**src/rtl/clkdiv_pkg.sv**
```systemverilog
// Shared types and helpers for the clock divider bank.
// Latency: none (declarations only).
// Backpressure: none (declarations only).
package clkdiv_pkg;

    // Upper bound on the number of divider channels in one bank.
    localparam int MAX_CH    = 16;

    // Internal datapath width for ratios and counters. Narrower DIV_W
    // values are zero-extended, so the unused upper bits stay constant.
    localparam int MAX_DIV_W = 32;

    typedef logic [MAX_DIV_W-1:0] div_t;

    // Complete per-channel state.
    typedef struct packed {
        div_t div;       // active divide ratio D (0 = disabled)
        div_t cnt;       // position in the period, 0..D-1
        div_t pend;      // ratio waiting for the next period boundary
        logic pend_vld;  // pend holds an accepted, not yet applied ratio
    } ch_state_t;

    // ceil(d/2): number of high cycles in one divided period.
    function automatic div_t ceil_half(input div_t d);
        return (d >> 1) + div_t'(d[0]);
    endfunction

endpackage

```
**src/rtl/clkdiv_channel.sv**
```systemverilog
// One divider channel: counter, active/pending ratio, registered clk_out/tick.
// Latency: outputs are registered one cycle after the counter state they decode.
// Backpressure: o_pend_vld is high while a ratio is pending; the parent must not write then.
module clkdiv_channel
    import clkdiv_pkg::*;
#(
    parameter int DIV_W       = 16,
    parameter int DEFAULT_DIV = 2
) (
    input  logic             clock,
    input  logic             reset,
    input  logic             i_wr,
    input  logic [DIV_W-1:0] i_div,
    input  logic             i_sync,
    output logic             o_pend_vld,
    output logic             o_clk_out,
    output logic             o_tick
);

    localparam div_t RST_DIV = div_t'(DEFAULT_DIV);

    ch_state_t r_st;
    ch_state_t w_st_nxt;
    logic      w_run;
    logic      w_bnd;
    logic      w_tick_nxt;
    logic      w_clk_nxt;
    logic      r_tick;
    logic      r_clk_out;

    // A disabled channel sits at a permanent boundary so a new ratio
    // loads on the very next edge. A sync request also counts as a boundary.
    assign w_run = (r_st.div != '0);
    assign w_bnd = i_sync || !w_run || (r_st.cnt == r_st.div - div_t'(1));

    // Output decode works on the current counter, so the registered
    // outputs trail the counter by exactly one cycle.
    assign w_tick_nxt = w_run && (r_st.cnt == '0);
    assign w_clk_nxt  = w_run && (r_st.cnt < ceil_half(r_st.div));

    // Next-state: wrap or advance the counter, swap in the pending ratio at a
    // boundary, and capture a new write. The swap uses the registered pend_vld,
    // so a write landing in a boundary cycle waits for the following boundary.
    always_comb begin
        w_st_nxt = r_st;
        if (w_bnd) begin
            w_st_nxt.cnt = '0;
            if (r_st.pend_vld) begin
                w_st_nxt.div      = r_st.pend;
                w_st_nxt.pend_vld = 1'b0;
            end
        end else begin
            w_st_nxt.cnt = r_st.cnt + div_t'(1);
        end
        // The parent only writes while pend_vld is clear, so this never
        // collides with the swap above.
        if (i_wr) begin
            w_st_nxt.pend     = div_t'(i_div);
            w_st_nxt.pend_vld = 1'b1;
        end
    end

    // Channel state register; reset discards any pending ratio.
    always_ff @(posedge clock or posedge reset) begin
        if (reset) begin
            r_st.div      <= RST_DIV;
            r_st.cnt      <= '0;
            r_st.pend     <= '0;
            r_st.pend_vld <= 1'b0;
        end else begin
            r_st <= w_st_nxt;
        end
    end

    // Registered outputs: no input reaches clk_out/tick combinationally.
    always_ff @(posedge clock or posedge reset) begin
        if (reset) begin
            r_tick    <= 1'b0;
            r_clk_out <= 1'b0;
        end else begin
            r_tick    <= w_tick_nxt;
            r_clk_out <= w_clk_nxt;
        end
    end

    assign o_pend_vld = r_st.pend_vld;
    assign o_tick     = r_tick;
    assign o_clk_out  = r_clk_out;

endmodule

```
**src/rtl/clock_divider_bank.sv**
```systemverilog
// Bank of N_CH independent clock dividers with a shared config write port; CLKDIV_SYNC_EN adds a sync restart input.
// Latency: clk_out/tick are registered, one cycle after the channel counter state.
// Backpressure: cfg_ready drops while the addressed channel already holds a pending ratio.
module clock_divider_bank
    import clkdiv_pkg::*;
#(
    parameter int  N_CH        = 4,
    parameter int  DIV_W       = 16,
    parameter int  DEFAULT_DIV = 2,
    localparam int CH_W        = (N_CH > 1) ? $clog2(N_CH) : 1
) (
    input  logic             clock,
    input  logic             reset,
`ifdef CLKDIV_SYNC_EN
    input  logic             sync,
`endif
    input  logic             cfg_valid,
    output logic             cfg_ready,
    input  logic [CH_W-1:0]  cfg_ch,
    input  logic [DIV_W-1:0] cfg_div,
    output logic [N_CH-1:0]  clk_out,
    output logic [N_CH-1:0]  tick
);

    // Reject unsupported configurations at elaboration.
    if (N_CH < 1 || N_CH > MAX_CH) begin : g_bad_n_ch
        $error("clock_divider_bank: N_CH out of range");
    end
    if (DIV_W < 1 || DIV_W > MAX_DIV_W) begin : g_bad_div_w
        $error("clock_divider_bank: DIV_W out of range");
    end

    logic [N_CH-1:0] w_pend_vld;
    logic [N_CH-1:0] w_wr;
    logic            w_sync;
    logic            w_ready;

`ifdef CLKDIV_SYNC_EN
    assign w_sync = sync;
`else
    // Without the sync feature, channels only realign through reset.
    assign w_sync = 1'b0;
`endif

    // Ready tracks the addressed channel's pending flag. An index beyond the
    // last channel matches nothing, so the write is accepted and dropped.
    always_comb begin
        w_ready = 1'b1;
        for (int i = 0; i < N_CH; i++) begin
            if ((cfg_ch == CH_W'(i)) && w_pend_vld[i]) begin
                w_ready = 1'b0;
            end
        end
    end

    assign cfg_ready = w_ready;

    for (genvar g = 0; g < N_CH; g++) begin : g_ch
        // Per-channel write strobe decoded from the accepted handshake.
        assign w_wr[g] = cfg_valid && w_ready && (cfg_ch == CH_W'(g));

        clkdiv_channel #(
            .DIV_W       (DIV_W),
            .DEFAULT_DIV (DEFAULT_DIV)
        ) u_ch (
            .clock      (clock),
            .reset      (reset),
            .i_wr       (w_wr[g]),
            .i_div      (cfg_div),
            .i_sync     (w_sync),
            .o_pend_vld (w_pend_vld[g]),
            .o_clk_out  (clk_out[g]),
            .o_tick     (tick[g])
        );
    end

endmodule

```
**config.mk**
```make
export PLATFORM = sky130hd
export DESIGN_NAME = clock_divider_bank
export DESIGN_NICKNAME = d
export VERILOG_FILES = /design/src/rtl/clkdiv_pkg.sv /design/src/rtl/clkdiv_channel.sv /design/src/rtl/clock_divider_bank.sv
export SDC_FILE = /design/constraint.sdc
export NUM_CORES = 1
export LEC_CHECK = 0
export ABC_CLOCK_PERIOD_IN_PS = 17500
export CORE_ASPECT_RATIO = 1.25
export CORE_UTILIZATION = 45
export CTS_CLUSTER_SIZE = 16
export DETAILED_ROUTE_END_ITERATION = 8
export PLACE_DENSITY_LB_ADDON = 0.05
export SYNTH_ARGS = -nofsm -noshare
export SYNTH_HDL_FRONTEND = slang
export SYNTH_SLANG_ARGS = --single-unit
```
**constraint.sdc**
```tcl
create_clock -name clock -period 17.5 [get_ports clock]
set_clock_uncertainty 0.2 [all_clocks]
set_input_delay 3.5 -clock clock [delete_from_list [all_inputs] [get_ports clock]]
set_output_delay 3.5 -clock clock [all_outputs]
set_load 0.02 [all_outputs]
```
* Word level (Yosys, flattened, before mapping)
Cells that the tools add are included.
** Word-level totals
- Register bits :: 268
- Latch bits :: 0
- RAM bits :: 0
- Bits in read-only memories :: 0
- Output and inout port bits :: 9
- Logic and storage cells :: 105
- Memories kept :: 0
** Operators by class
- Add/subtract/negate cells :: 12
- $mul :: 0
- Divide/modulo/power cells :: 0
- Order comparisons :: 4
- Equal/unequal tests :: 7
- Shift operators :: 0
- Multiplexer cells :: 16
- Bitwise gates (word level) :: 0
- Reductions and logical operators :: 42
** Operator list (number)
- adder 32 x 1 -> 32 bit, second input constant :: 4
- == test 32 bit :: 4
- zero test 32 bit :: 4
- less-than comparator 32 bit :: 4
- two-way mux 32 bit :: 4
- nonzero test 32 bit :: 4
- subtractor 16 x 1 -> 17 bit, second input constant :: 4
- adder 15 x 1 -> 16 bit :: 4
- logical AND 1 bit :: 17
- two-way mux 1 bit :: 12
- AND reduction 2 bit :: 4
- nonzero test 2 bit :: 4
- == test 2 bit, second input constant :: 2
- zero test 1 bit :: 4
- logical OR 1 bit :: 4
- == test 2 x 1 -> 1 bit, second input constant :: 1
- zero test 2 bit :: 1

* Depth between registers and ports, before layout
- Depth after elaboration :: 9
- Mapped depth :: 13
- Mapped depth without buffers :: 13

* By module
From an unflattened synthesis, not the netlist that was laid out.
** Second synthesis, totals
- Cells, all modules :: 1766
- Area, all modules :: 17274.1 sq um
** By module, submodules not included
- clkdiv_channel at g_ch[0].u_ch ... :: instances 2, cells each 435, area an instance 4314.1 sq um, sequential area each 1677.9 sq um
- clkdiv_channel at g_ch[1].u_ch :: instances 1, cells each 444, area an instance 4296.6 sq um, sequential area each 1677.9 sq um
- clkdiv_channel at g_ch[3].u_ch :: instances 1, cells each 444, area an instance 4281.6 sq um, sequential area each 1677.9 sq um
- clock_divider_bank :: instances 1, cells each 8, area an instance 67.6 sq um, sequential area each 0.0 sq um

* Least setup slack after synthesis
No wires, ideal clock.
- Path type :: in2out
- Start point :: input port cfg_ch[0]
- End point :: output port cfg_ready
- Arrival time :: 4.339 ns
- Data required time :: 13.800 ns
- Setup slack :: 9.461 ns
- Cell stages on the path :: 3
- Buffers on the path :: 1
- Path through :: clkbuf_1 mux4_2 inv_1
** Between the ends
- Longest elaborated chain between the ends :: 6
- Elaborated cells between the ends (all ways) :: 12
** RTL lines
- start, declared :: RTL line clock_divider_bank.sv:19 : input logic [CH_W-1:0] cfg_ch,
- zero test 2 bit :: RTL line clock_divider_bank.sv:50 : if ((cfg_ch == CH_W'(i)) && w_pend_vld[i]) begin
- logical AND 1 bit :: RTL line clock_divider_bank.sv:50
- two-way mux 1 bit (3 in series) :: RTL line clock_divider_bank.sv:50
- two-way mux 1 bit * :: RTL line clock_divider_bank.sv:50
- end, declared :: RTL line clock_divider_bank.sv:18 : output logic cfg_ready,
Every way passes the cells marked *; elsewhere a longest branch is shown, timed or not.

* Worst setup path after layout
Ends and elaborated chain as after synthesis.

==> insert_results.sql <==
INSERT INTO impl_metrics (metric_group, metric, value, unit) VALUES
('setup_path', 'cp-end-kind', 'output port', ''),
('yosys', 'synth-seq-area-share', '40.4', '%'),
('power', 'power_frac_clock', '26.7', '%'),
('grt', 'grt_antenna_before_repair', '0', ''),
('setup_path', 'start_kind', 'input port', ''),
('grt', 'all_layer_global_routing_usage', '21.4', '%'),
('final_layout', 'final_core_utilization', '50.2', '%'),
('floorplan', 'floorplan.die.height', '217', 'um'),
('setup_path', 'crit_type', 'input port to output port', ''),
('sta', 'hold_ws', '0.296', 'ns'),
('floorplan', 'initial_utilization', '45.8', '%'),
('clock_network', 'cts_num_sinks', '268', ''),
('setup_path', 'setup.worst_path.start', 'cfg_ch[0]', ''),
('sta', 'final_period_minus_worst_setup_slack', '8.99', 'ns'),
('setup_path', 'worstPathCellList', 'clkdlybuf4s50_1, mux4_2, inv_1, clkdlybuf4s50_1', ''),
('clock_network', 'clock_insertion_delay_worst_skew', '0.57', 'ns'),
('route', 'vias_per_cell', '5.61', ''),
('yosys', 'synth.lib_cells_used.distinct', '75', ''),
('setup_path', 'cpMaxStageDelayCell', 'sky130_fd_sc_hd__clkdlybuf4s50_1', ''),
('yosys', 'async_reset_ff_share', '100', '%'),
('yosys', 'syn_avg_cell_area', '9.55', 'um^2'),
('clock_network', 'ctsRootBufferMaster', 'sky130_fd_sc_hd__clkbuf_16', ''),
('power', 'power.share.sequential', '41.5', '%'),
('route', 'wl', '38900', 'um'),
('route', 'drt_first_pass_iters', '5', ''),
('setup_path', 'arrival_time_at_the_worst_endpoint', '5.29', 'ns'),
('yosys', 'synth_fp_nets', '1842', ''),
('clock_network', 'cts_inserted_buffers', '30', ''),
('outcome', 'run_status', 'finished clean', ''),
('power', 'pwr_density_cell', '137', 'nW/um^2'),
('final_layout', 'finish.net_count', '1800', ''),
('yosys', 'postSynth.topFlopCell', 'sky130_fd_sc_hd__dfrtp_1', ''),
('floorplan', 'placementRows', '78', ''),
('final_layout', 'fin_area', '18200', 'um^2'),
('placed_design', 'globalplace.congestion', '0.808', ''),
('min_path', 'worst_hold_path.num_cells', '1', ''),
('sta', 'timing.final.hold_violations', '0', ''),
('power', 'p_comb_share', '31.8', '%'),
('grt', 'grt_first_pass_wirelength', '66400', 'um'),
('clock_network', 'cts-resized-gates', '0', ''),
('floorplan', 'core_region_area', '36300', 'um^2'),
('final_layout', 'final-seq-area', '6710', 'um^2'),
('sta', 'rsz0062_at_grt', 'false', ''),
('setup_path', 'register_to_register_path_setup_slack', '13.64', 'ns'),
('yosys', 'synthDominantAreaCellType', 'sky130_fd_sc_hd__dfrtp_1', ''),
('placed_design', 'half_perimeter_wire_length_of_the_detailed_placement_result', '27000', 'um'),
('sta', 'setup-tns-final', '0', 'ns'),
('power', 'internal_power', '1.60', 'mW'),
('route', 'ant_nets', '0', ''),
('clock_network', 'tritoncts', 'yes', ''),
('clock_network', 'cts.repair_timing.setup_buffer_count', '0', ''),
('sta', 'max_slew_margin', '27.9', '%'),
('placed_design', 'dp_slack', '8.51', 'ns'),
('final_layout', 'antenna_cells', '0', ''),
('power', 'leakagePower', '7.88', 'nW'),
('job', 'max_cap_viol_count', '0', ''),
('setup_path', 'largest_driver_fanout_on_the_critical_path', '5', ''),
('setup_path', 'cp_data_required_time', '13.80', 'ns'),
('setup_path', 'timing.critical_path.mode_cell', 'sky130_fd_sc_hd__clkdlybuf4s50_1', ''),
('final_layout', 'fillerInstances', '3454', ''),
('min_path', 'hold_end', 'g_ch[2].u_ch.r_st[65]', ''),
('route', 'vias', '12400', ''),
('floorplan', 'die_area', '37700', 'um^2'),
('sta', 'maxSlewViolCount', '0', ''),
('grt', 'grt_pass1_vias', '12500', ''),
('min_path', 'hold_path_class', 'flop to flop', ''),
('sta', 'setup_viol', '0', ''),
('route', 'post-route-drc-count', '0', ''),
('yosys', 'yosysWarnings', '0', ''),
('yosys', 'netlist_instances', '1741', ''),
('setup_path', 'timing.rr.start', 'g_ch[1].u_ch.r_st[65]', '');
## worst max-delay path: cells and delay by family
kind | cells | cell delay (ns)
buffers and inverters | 3 | 1.26
multiplexers | 1 | 0.53
## cell usage after synthesis (all sizes together) (6+ instances only)
| cell type | instances |
|---|---|
| a2111oi | 6 |
| a211o | 7 |
| a211oi | 6 |
| a21o | 27 |
| a21oi | 30 |
| a22o | 16 |
| a31oi | 9 |
| and2 | 11 |
| and3 | 34 |
| and4 | 15 |
| buf | 22 |
| clkbuf | 94 |
| dfrtp | 264 |
| ha | 80 |
| inv | 56 |
| mux2 | 89 |
| nand2 | 94 |
| nand2b | 12 |
| nand3 | 83 |
| nand4 | 57 |
| nor2 | 182 |
| nor2b | 10 |
| nor3 | 84 |
| nor4 | 44 |
| nor4b | 10 |
| o211ai | 9 |
| o21ai | 38 |
| o22ai | 10 |
| o2bb2ai | 6 |
| o311ai | 12 |
| or3 | 9 |
| or4 | 12 |
| xnor2 | 119 |
| xor2 | 122 |
## through the flow
stage               power [mW]  std cells
CTS                       2.52       2203
global placement          1.82       2147
finish                    2.49       2203
floorplan                 1.63       1741
global route              2.68       2203
detailed placement        1.84       2147
## worst max-delay path by stage
stage,end,slack [ns],cells past startpoint
after CTS,cfg_ready,8.50,4
after global placement,cfg_ready,8.52,4
final,cfg_ready,8.51,4
after floorplan,g_ch[0].u_ch.o_clk_out,6.42,1
after global routing,cfg_ready,8.44,4
after detailed placement,cfg_ready,8.51,4
## sequential cells by signal (all words and copies together), names as in the netlist
signal and flops:
g_ch.u_ch.o_tick 4, g_ch.u_ch.o_pend_vld 4, g_ch.u_ch.r_st 256, g_ch.u_ch.o_clk_out 4
## power by group through the flow
stage                     clock network, mW  registers, mW  logic (mW)
final                                 0.666           1.03       0.792
after global routing                  0.710           1.07       0.904
after CTS                             0.687           1.03       0.800
after detailed placement                  0           1.04       0.793
after global placement                    0           1.04       0.777
after floorplan                           0          0.882       0.751
## final cells by class
cell class	count	area share, %
clock buffer	48	5.11
inverter	56	1.20
timing repair buffer	42	2.13
sequential	268	36.9
tap	480	3.30
clock inverter	8	0.667
multi-input combinational	1301	50.7
## kinds of logic (layout without fill, tap and decap cells)
| family | count (synthesis) | after routing | synth area share, % |
|---|---|---|---|
| xor+xnor | 242 | 242 | 12.8 |
| compound gates | 203 | 203 | 8.83 |
| simple gates | 683 | 683 | 21.2 |
| fa+ha+maj | 80 | 80 | 6.02 |
| mux | 93 | 93 | 6.48 |
| buf+inv | 172 | 154 | 4.25 |
| flops | 268 | 268 | 40.4 |
## layout by cell type (no fill, tap or decap), types with 13 or more instances in the layout
cell type,count
sky130_fd_sc_hd__a21o_1,27
sky130_fd_sc_hd__a21oi_1,30
sky130_fd_sc_hd__a22o_1,16
sky130_fd_sc_hd__and3_1,34
sky130_fd_sc_hd__and4_1,15
sky130_fd_sc_hd__buf_4,13
sky130_fd_sc_hd__clkbuf_16,31
sky130_fd_sc_hd__clkdlybuf4s50_1,29
sky130_fd_sc_hd__dfrtp_1,264
sky130_fd_sc_hd__ha_1,80
sky130_fd_sc_hd__inv_1,55
sky130_fd_sc_hd__mux2_2,83
sky130_fd_sc_hd__nand2_1,94
sky130_fd_sc_hd__nand3_1,83
sky130_fd_sc_hd__nand4_1,56
sky130_fd_sc_hd__nor2_1,182
sky130_fd_sc_hd__nor3_1,80
sky130_fd_sc_hd__nor4_1,44
sky130_fd_sc_hd__o21ai_0,35
sky130_fd_sc_hd__xnor2_1,119
sky130_fd_sc_hd__xor2_1,122
## metal layers
layer	up-vias	track usage, %	routed length (um)
met1	6062	29.9	19000
met3	59	2.57	1090
li1	6091	-	-
met5	-	0	0
met2	148	34.8	18000
met4	0	6.26	870
Power figures use the tool's default switching activity.
==> patch: new RTL, same flow settings <==
The package constant `MAX_DIV_W` goes from 32 to 28.
--- a/src/rtl/clkdiv_pkg.sv
+++ b/src/rtl/clkdiv_pkg.sv
@@ -10,3 +10,3 @@
     // values are zero-extended, so the unused upper bits stay constant.
-    localparam int MAX_DIV_W = 32;
+    localparam int MAX_DIV_W = 28;
 
Formal check against the unedited RTL: no difference found for any inputs over 4 cycles, from zero or initial values and one cycle with reset high; that may be too few to reach the edited logic, so the function may still have changed.
==> patch against the unedited design <==
  * Via count shrank 9.3%
  * Setup slack lost 0.0036 ns
  * Sequential cell count shrank 16
  * Highest routed layer unchanged
  * Utilization decreased by 0.12 points
  * Final area decreased by 5.1%
  * Register-to-register slack better by 0.14 ns
  * Synthesized area shrank 5.2%
  * Critical endpoint unchanged
  * Total power decreased by 0.54%
  * Routed wire length is 9.8% lower
  * Global-route usage shrank 1.1 points
  * Non-clock buffer count shrank 5
==> patch: results (changes against the unedited design) <==
* Met1 Wirelength at 15.6 mm (was 19.0 mm)
* Met3 routed WL at 1.03 mm (was 1.09 mm)
* Synth Area in Adders at 0.0635 (was 0.0602)
* Fin nets at 1661 (was 1800)
* Post-DP Area at 0.0162 mm2 (was 0.0172 mm2)
* Pleak at 7.50 nW (was 7.88 nW)
* Syn_nets at 1698 (was 1842)
* Multiplexer share of the synthesized area at 0.0799 (was 0.0648)
* Seq/Total Area, Yosys at 0.401 (was 0.404)
* XOR/XNOR Fraction of Synth Area at 0.131 (was 0.128)
* Max reg flops at 240 (was 256)
* Outcome: finished, final reports clean (unchanged)
* Num CTS Buffers at 29 (was 30)
* Cell variety after synth at 92 (was 75)
* Vias at 11200 (was 12400)
* Routed wire length at 35.1 mm (was 38.9 mm)
* Layout cell share with drive strength beyond 1 at 0.121 (was 0.104)
* CP arrival at 5.30 ns (was 5.29 ns)
* Met2 wire length at 17.8 mm (was 18.0 mm)
* Global-route wire length before repair at 58.7 mm (was 66.4 mm)
* Initial DRC count at 490 (was 586)
* Number of global-route vias before repair at 11200 (was 12500)
* Post-DP HPWL at 25.2 mm (was 27.0 mm)
* Gr usage total at 0.203 (was 0.214)
* Met2 Usage GRT at 0.364 (was 0.348)
* Compound-Gate Fraction of Synth Area at 0.0728 (was 0.0883)
* Filler cells at 3245 (was 3454)
* Placement Setup Slack at 8.49 ns (was 8.51 ns)
* Met1 GRT Util at 0.258 (was 0.299)
* Peak VDD IR at 0.0000985 V (was 0.0000937 V)
* PwrDens at 143 mW/mm2 (was 137 mW/mm2)
* Cells taking the most area after synthesis: dfrtp_1 (39%), xor2_1 (7.3%), ha_1 (6.4%), xnor2_1 (5.8%), mux2_2 (5.5%) (was dfrtp_1 (40%), xor2_1 (6.4%), xnor2_1 (6.3%), ha_1 (6.0%), mux2_2 (5.6%))
## patch: final cells by class
cell class              count  area share
clock buffers              41      0.0464
clock inverters            12      0.0144
inverters                  42     0.00956
multi-input cells        1198       0.510
flip-flops and latches    252       0.365
well taps                 468      0.0339
repair buffers             37      0.0203
## patch: cells by family after synthesis
kind of cell / count (synthesis)
and+or+nand+nor: 617
DFF: 252
xor gates and xnor gates: 236
AOI/OAI and AO/OA: 157
buffers and inverters: 147
muxes: 108
adders and majority gates: 80
## patch: report_power, final
group | leakage (nW) | total [mW] | internal (mW) | switching [mW]
registers | 3.23 | 0.988 | 0.740 | 0.247
logic | 3.79 | 0.821 | 0.431 | 0.389
clock network | 0.494 | 0.668 | 0.421 | 0.247
## patch: worst paths after layout
kind	to	slack (ns)	depth (start not counted)
worst max-delay path	cfg_ready	8.50	4
worst max register to register	g_ch[3].u_ch.o_clk_out$_DFF_PP0_	13.78	14
worst min-delay path	g_ch[0].u_ch.r_st[62]$_DFFE_PP0P_	0.28	1
min in group asynchronous	g_ch[2].u_ch.r_st[43]$_DFF_PP0_	3.30	2
max in group asynchronous	g_ch[2].u_ch.o_pend_vld$_DFFE_PP0P_	12.29	3
worst min register to register	g_ch[0].u_ch.r_st[62]$_DFFE_PP0P_	0.28	1
## patch: stage by stage
stage	power (mW)	cells	hold slack [ns]
after floorplan	1.63	1597	0.254
after global placement	1.80	1997	0.274
after detailed placement	1.82	1997	0.276
after CTS	2.51	2050	0.289
after global routing	2.66	2050	0.319
final	2.48	2050	0.278
## patch: worst max-delay path, cell delays in order
cell and delay (ns):
clkdlybuf4s50_1 0.60, mux4_2 0.54, inv_1 0.07, clkdlybuf4s50_1 0.59
